--- src/rtl/spi_peripheral_device_pkg.sv ---
// Shared constants and state encodings for the SPI peripheral device and its
// response serializer.
package spi_peripheral_device_pkg;

    localparam int unsigned CmdWidth = 32;
    localparam int unsigned RspWidth = 8;
    localparam int unsigned RegCount = 16;

    localparam logic [7:0] OpWrite = 8'hA1;
    localparam logic [7:0] OpRead  = 8'hA2;
    localparam logic [7:0] OpEcho  = 8'hA3;

    typedef enum logic {
        RX_IDLE,
        RX_SHIFT
    } rx_state_e;

    typedef enum logic [1:0] {
        TX_IDLE,
        TX_START,
        TX_DATA,
        TX_GAP
    } tx_state_e;

    // Opcodes that produce a frame on MISO.
    function automatic logic is_response(input logic [7:0] op);
        return (op == OpRead) || (op == OpEcho);
    endfunction

endpackage

--- src/rtl/spi_frame_tx.sv ---
// Response serializer: start bit (0), 8 data bits MSB first, then GAP_CYCLES
// idle-high cycles before another frame may start.
module spi_frame_tx
    import spi_peripheral_device_pkg::*;
#(
    parameter int unsigned GAP_CYCLES = 16
) (
    input  logic                clk,
    input  logic                rst,
    input  logic                start,
    input  logic [RspWidth-1:0] data,
    output logic                busy,
    output logic                miso
);

    localparam int unsigned CntMax = (GAP_CYCLES > RspWidth) ? GAP_CYCLES : RspWidth;
    localparam int unsigned CntW   = $clog2(CntMax) + 1;

    tx_state_e           state_q, state_d;
    logic [CntW-1:0]     cnt_q, cnt_d;
    logic [RspWidth-1:0] shreg_q, shreg_d;
    logic                miso_q, miso_d;

    // miso_d is derived from the upcoming state so the pin itself is a flop.
    always_comb begin
        state_d = state_q;
        cnt_d   = cnt_q;
        shreg_d = shreg_q;
        miso_d  = 1'b1;
        unique case (state_q)
            TX_IDLE: begin
                if (start) begin
                    state_d = TX_START;
                    shreg_d = data;
                    miso_d  = 1'b0;
                end
            end
            TX_START: begin
                state_d = TX_DATA;
                cnt_d   = '0;
                miso_d  = shreg_q[RspWidth-1];
                shreg_d = {shreg_q[RspWidth-2:0], 1'b1};
            end
            TX_DATA: begin
                if (cnt_q == CntW'(RspWidth - 1)) begin
                    state_d = TX_GAP;
                    cnt_d   = '0;
                end else begin
                    cnt_d   = cnt_q + 1'b1;
                    miso_d  = shreg_q[RspWidth-1];
                    shreg_d = {shreg_q[RspWidth-2:0], 1'b1};
                end
            end
            TX_GAP: begin
                if (cnt_q == CntW'(GAP_CYCLES - 1)) begin
                    state_d = TX_IDLE;
                    cnt_d   = '0;
                end else begin
                    cnt_d = cnt_q + 1'b1;
                end
            end
            default: state_d = TX_IDLE;
        endcase
    end

    always_ff @(posedge clk) begin
        if (rst) begin
            state_q <= TX_IDLE;
            cnt_q   <= '0;
            shreg_q <= '0;
            miso_q  <= 1'b1;
        end else begin
            state_q <= state_d;
            cnt_q   <= cnt_d;
            shreg_q <= shreg_d;
            miso_q  <= miso_d;
        end
    end

    assign busy = (state_q != TX_IDLE);
    assign miso = miso_q;

endmodule

--- src/rtl/spi_peripheral_device.sv ---
// SPI peripheral: receives 32-bit command frames on MOSI, maintains a 16x8
// register file and returns READ/ECHO responses on MISO.
module spi_peripheral_device
    import spi_peripheral_device_pkg::*;
#(
    parameter int unsigned GAP_CYCLES = 16
) (
    input  logic                clk,
    input  logic                rst,
    input  logic                spi_cs,
    input  logic                spi_mosi,
    output logic                spi_miso,
    output logic [CmdWidth-1:0] rx_word,
    output logic                rx_valid,
    output logic                frame_err,
    output logic                cmd_err
);

    rx_state_e           rx_state_q, rx_state_d;
    logic [4:0]          bit_cnt_q, bit_cnt_d;
    logic [CmdWidth-1:0] shreg_q, shreg_d;
    logic [CmdWidth-1:0] rx_word_q, rx_word_d;
    logic                rx_valid_q, rx_valid_d;
    logic                frame_err_q, frame_err_d;
    logic                cmd_err_q, cmd_err_d;

    logic [RspWidth-1:0] reg_file_q [RegCount];

    logic [7:0]          opcode;
    logic [3:0]          index;
    logic                wr_en;
    logic                tx_start;
    logic                tx_busy;
    logic [RspWidth-1:0] tx_data;

    always_comb begin
        rx_state_d  = rx_state_q;
        bit_cnt_d   = bit_cnt_q;
        shreg_d     = shreg_q;
        rx_word_d   = rx_word_q;
        rx_valid_d  = 1'b0;
        frame_err_d = 1'b0;
        unique case (rx_state_q)
            RX_IDLE: begin
                if (spi_cs && !spi_mosi) begin
                    rx_state_d = RX_SHIFT;
                    bit_cnt_d  = '0;
                end
            end
            RX_SHIFT: begin
                if (!spi_cs) begin
                    rx_state_d  = RX_IDLE;
                    frame_err_d = 1'b1;
                end else begin
                    shreg_d = {shreg_q[CmdWidth-2:0], spi_mosi};
                    if (bit_cnt_q == 5'(CmdWidth - 1)) begin
                        rx_state_d = RX_IDLE;
                        rx_word_d  = {shreg_q[CmdWidth-2:0], spi_mosi};
                        rx_valid_d = 1'b1;
                    end else begin
                        bit_cnt_d = bit_cnt_q + 1'b1;
                    end
                end
            end
            default: rx_state_d = RX_IDLE;
        endcase
    end

    always_ff @(posedge clk) begin
        if (rst) begin
            rx_state_q  <= RX_IDLE;
            bit_cnt_q   <= '0;
            shreg_q     <= '0;
            rx_word_q   <= '0;
            rx_valid_q  <= 1'b0;
            frame_err_q <= 1'b0;
        end else begin
            rx_state_q  <= rx_state_d;
            bit_cnt_q   <= bit_cnt_d;
            shreg_q     <= shreg_d;
            rx_word_q   <= rx_word_d;
            rx_valid_q  <= rx_valid_d;
            frame_err_q <= frame_err_d;
        end
    end

    // Decode runs in the cycle rx_valid is high, directly off the stored word.
    assign opcode  = rx_word_q[31:24];
    assign index   = rx_word_q[19:16];
    assign tx_data = (opcode == OpRead) ? reg_file_q[index] : rx_word_q[RspWidth-1:0];

    always_comb begin
        wr_en     = 1'b0;
        tx_start  = 1'b0;
        cmd_err_d = 1'b0;
        if (rx_valid_q) begin
            if (opcode == OpWrite) begin
                wr_en = 1'b1;
            end else if (is_response(opcode)) begin
                // A response cannot preempt one already on the wire.
                if (tx_busy) begin
                    cmd_err_d = 1'b1;
                end else begin
                    tx_start = 1'b1;
                end
            end else begin
                cmd_err_d = 1'b1;
            end
        end
    end

    always_ff @(posedge clk) begin
        if (rst) begin
            cmd_err_q <= 1'b0;
            for (int i = 0; i < RegCount; i++) begin
                reg_file_q[i] <= '0;
            end
        end else begin
            cmd_err_q <= cmd_err_d;
            if (wr_en) begin
                reg_file_q[index] <= rx_word_q[RspWidth-1:0];
            end
        end
    end

    spi_frame_tx #(
        .GAP_CYCLES(GAP_CYCLES)
    ) u_frame_tx (
        .clk  (clk),
        .rst  (rst),
        .start(tx_start),
        .data (tx_data),
        .busy (tx_busy),
        .miso (spi_miso)
    );

    assign rx_word   = rx_word_q;
    assign rx_valid  = rx_valid_q;
    assign frame_err = frame_err_q;
    assign cmd_err   = cmd_err_q;

endmodule

--- config.mk ---
export PLATFORM = sky130hd
export DESIGN_NAME = spi_peripheral_device
export DESIGN_NICKNAME = d
export VERILOG_FILES = /design/src/rtl/spi_peripheral_device_pkg.sv /design/src/rtl/spi_frame_tx.sv /design/src/rtl/spi_peripheral_device.sv
export SDC_FILE = /design/constraint.sdc
export NUM_CORES = 1
export LEC_CHECK = 0
export ABC_AREA = 1
export CAP_MARGIN = 0
export CORE_MARGIN = 4
export CORE_UTILIZATION = 45
export DETAILED_ROUTE_END_ITERATION = 16
export GPL_ROUTABILITY_DRIVEN = 0
export GPL_TIMING_DRIVEN = 1
export PLACE_DENSITY = 0.73
export SLEW_MARGIN = 30
export SYNTH_ARGS = -nofsm -noshare
export SYNTH_HDL_FRONTEND = slang
export SYNTH_SLANG_ARGS = --single-unit
--- constraint.sdc ---
create_clock -name clk -period 2.5 [get_ports clk]
set_input_delay 0.375 -clock clk [delete_from_list [all_inputs] [get_ports clk]]
set_output_delay 0.375 -clock clk [all_outputs]
set_load 0.03 [all_outputs]
==> flow_summary.json, run 1 <==
{
  "status": "completed",
  "dieHeight_um": 153,
  "die_w_um": 153,
  "setup_violations": 0,
  "yosysTopAreaCell": "edfxtp_1",
  "routedWlPerCell_um": 17.3,
  "p_per_area_nw_per_um2": 766,
  "crit_chain": "clkdlybuf4s50_1",
  "synth_commonest_cells": "nor2_1, edfxtp_1, nand2_1",
  "worstMarginPinSlew_ns": 0.787,
  "path_max_fanout": 4,
  "synth_area_leaders": "edfxtp_1, dfxtp_1, nor2_1",
  "fin_nets": 1086,
  "syn_nets": 1054,
  "crit_path_end_kind": "output port",
  "clk_path_buf_depth": 3,
  "drv_slew": 0,
  "required_ns": 2.12,
  "drive_above_1_share": 0.0846,
  "antenna_found_initial": 0,
  "antenna_left": 0,
  "synthCells": 1040,
  "synth_top_area_frac": 0.406,
  "netlist_area_um2": 9470,
  "via_count": 7320,
  "grt_overflow": 0,
  "min_period_ns": 2.23,
  "drc": 0,
  "clk_latency_ns": 0.50,
  "worst_ep_arrival_time_ns": 1.86,
  "cts_buffers": 22,
  "grt_usage": 0.196,
  "critPathTopFamily": "buffers and inverters",
  "drtIter0Drc": 611,
  "synth.distinct_cells": 27,
  "cpPeakStageDelay_ns": 0.76,
  "synth_ff_type": "edfxtp_1",
  "routed_wl_um": 23500,
  "first_pass_iters": 5,
  "ir_drop_mv": 0.497,
  "ys_seq_area_frac": 0.600,
  "fmaxAchievable_mhz": 448,
  "critPathKind": "reg2out",
  "async_reset_ff_frac": 0,
  "grt_pass1_wl_um": 37400,
  "cts_tree": "done",
  "yosys_warnings": 0,
  "cts_setup_buffers": 0,
  "grt_pass1_vias": 6984,
  "synth_edf_count": 128,
  "rows": 52,
  "syn_area_per_cell_um2": 9.11,
  "min_path_type": "reg2reg",
  "die_area_um2": 23400,
  "final_core_util": 0.537,
  "post_cts_resize_count": 0,
  "setup_tns_ns": 0,
  "cts.sinks": 220,
  "finalCritPeriodShare": 0.893,
  "ioPinCount": 40,
  "clk_pin_slew_ns": 0.06,
  "area_growth_pct": 16.2,
  "ys_ff_latch": 220,
  "htree_levels": 1,
  "cpMaxStageDelayCell": "clkdlybuf4s50_1",
  "fill_cells": 1766,
  "finalHoldViolCount": 0,
  "via_per_inst": 5.39,
  "coreArea_um2": 20500,
  "start_util": 0.462,
  "maxSlewHeadroom": 0.475,
  "rsz0062_at_grt": "no",
  "clock-root-buffer": "clkbuf_16",
  "maxCapViolCount": 0,
  "hpwlAfterDp_um": 15300,
  "num_antenna_cells": 0,
  "start_kind": "flip-flop",
  "synth_most_common_cell": "nor2_1",
  "grt_max_degree": 65,
  "numPortBuffers": 39,
  "crit_buf_inv": 1,
  "leakage_nw": 4.09,
  "cts_hold_buf": 0,
  "fin_skew_ns": 0.00769
}
## placed cells by master, fill, tap and decap left out, drive strengths merged
master         count
a211oi             1
a21oi             45
and3               1
buf               24
bufinv             1
clkbuf            34
clkdlybuf4s50     39
clkinv             9
dfxtp             92
edfxtp           128
ha                10
inv               57
nand2            142
nand3             63
nand4              3
nor2             293
nor3              10
nor4               1
o211ai            23
o21ai            106
o31ai              5
xor2               1
## path summary, 6_finish.rpt
| path | slack [ns] | endpoint | depth (start not counted) | start |
|---|---|---|---|---|
| worst min register to register | 0.46 | rx_word[13]$_SDFFE_PP0P_ | 2 | shreg_q[12]$_SDFFE_PP0P_ |
| worst min-delay path | 0.46 | rx_word[13]$_SDFFE_PP0P_ | 2 | shreg_q[12]$_SDFFE_PP0P_ |
| worst max register to register | 0.33 | reg_file_q[5][4]$_SDFFCE_PN0P_ | 7 | rx_word[29]$_SDFFE_PP0P_ |
| worst max-delay path | 0.27 | rx_word[19] | 1 | rx_word[19]$_SDFFE_PP0P_ |
## layout make-up
type | instances | area, um2 | share of cell area
clock buffer | 34 | 774 | 0.0703
clock inverter | 6 | 60.1 | 0.00545
inverter | 61 | 229 | 0.0208
multi-input combinational | 704 | 3340 | 0.303
sequential | 220 | 5690 | 0.516
tap | 270 | 338 | 0.0307
timing repair buffer | 63 | 583 | 0.0530
## registers in the layout, summed over array words and instances, names as in the netlist, named ones only
name,cells
shreg_q,31
cmd_err,1
u_frame_tx.cnt_q,5
u_frame_tx.state_q,2
u_frame_tx.miso,1
rx_state_q,1
frame_err,1
rx_word,32
rx_valid,1
u_frame_tx.shreg_q,8
reg_file_q,128
bit_cnt_q,5
## cells by family after synthesis
| logic type | count (synthesis) | synth area share |
|---|---|---|
| compound gates | 180 | 0.103 |
| xor+xnor | 1 | 0.000925 |
| fa+ha+maj | 10 | 0.0132 |
| buf+inv | 116 | 0.0473 |
| flops | 220 | 0.600 |
| simple gates | 513 | 0.235 |
## metrics by stage
stage	total power [W]	instances	instance area [um2]	worst slack [ns]	hold slack [ns]
global route	0.00878	1358	11000	0.128	0.488
detailed placement	0.00486	1318	10200	0.196	0.456
finish	0.00843	1358	11000	0.266	0.463
floorplan	0.00470	1040	9470	0.345	0.436
CTS	0.00848	1358	11000	0.256	0.464
global placement	0.00485	1318	10200	0.211	0.455
## power by group
| group | internal, W | switching, W |
|---|---|---|
| clock | 0.00225 | 0.00138 |
| combinational | 0.000219 | 0.000475 |
| sequential | 0.00402 | 0.0000871 |
| total | 0.00648 | 0.00195 |
## tightest hold or removal path: stages (launching register included)
cell	delay [ns]
dfxtp_1	0.32
nand2_1	0.06
nand2_1	0.04
## per-layer routing
metal  vias to the layer above  wire length (um)  GRT usage
li1                       3537                 -          -
met1                      3435              9930      0.262
met2                       296             11000      0.322
met3                        52              1860     0.0438
met4                         0               653     0.0556
met5                         -                 0          0
(Power assumes the default switching activity.)
==> run 2: changes to the inputs <==
--- a/config.mk
+++ b/config.mk
@@ -9,6 +9,7 @@
 export CAP_MARGIN = 0
 export CORE_MARGIN = 4
 export CORE_UTILIZATION = 45
+export CTS_CLUSTER_SIZE = 24
 export DETAILED_ROUTE_END_ITERATION = 16
 export GPL_ROUTABILITY_DRIVEN = 0
 export GPL_TIMING_DRIVEN = 1
==> results of run 2 <==
Same layout as run 1: the final DEF is identical, and so are final timing and power.
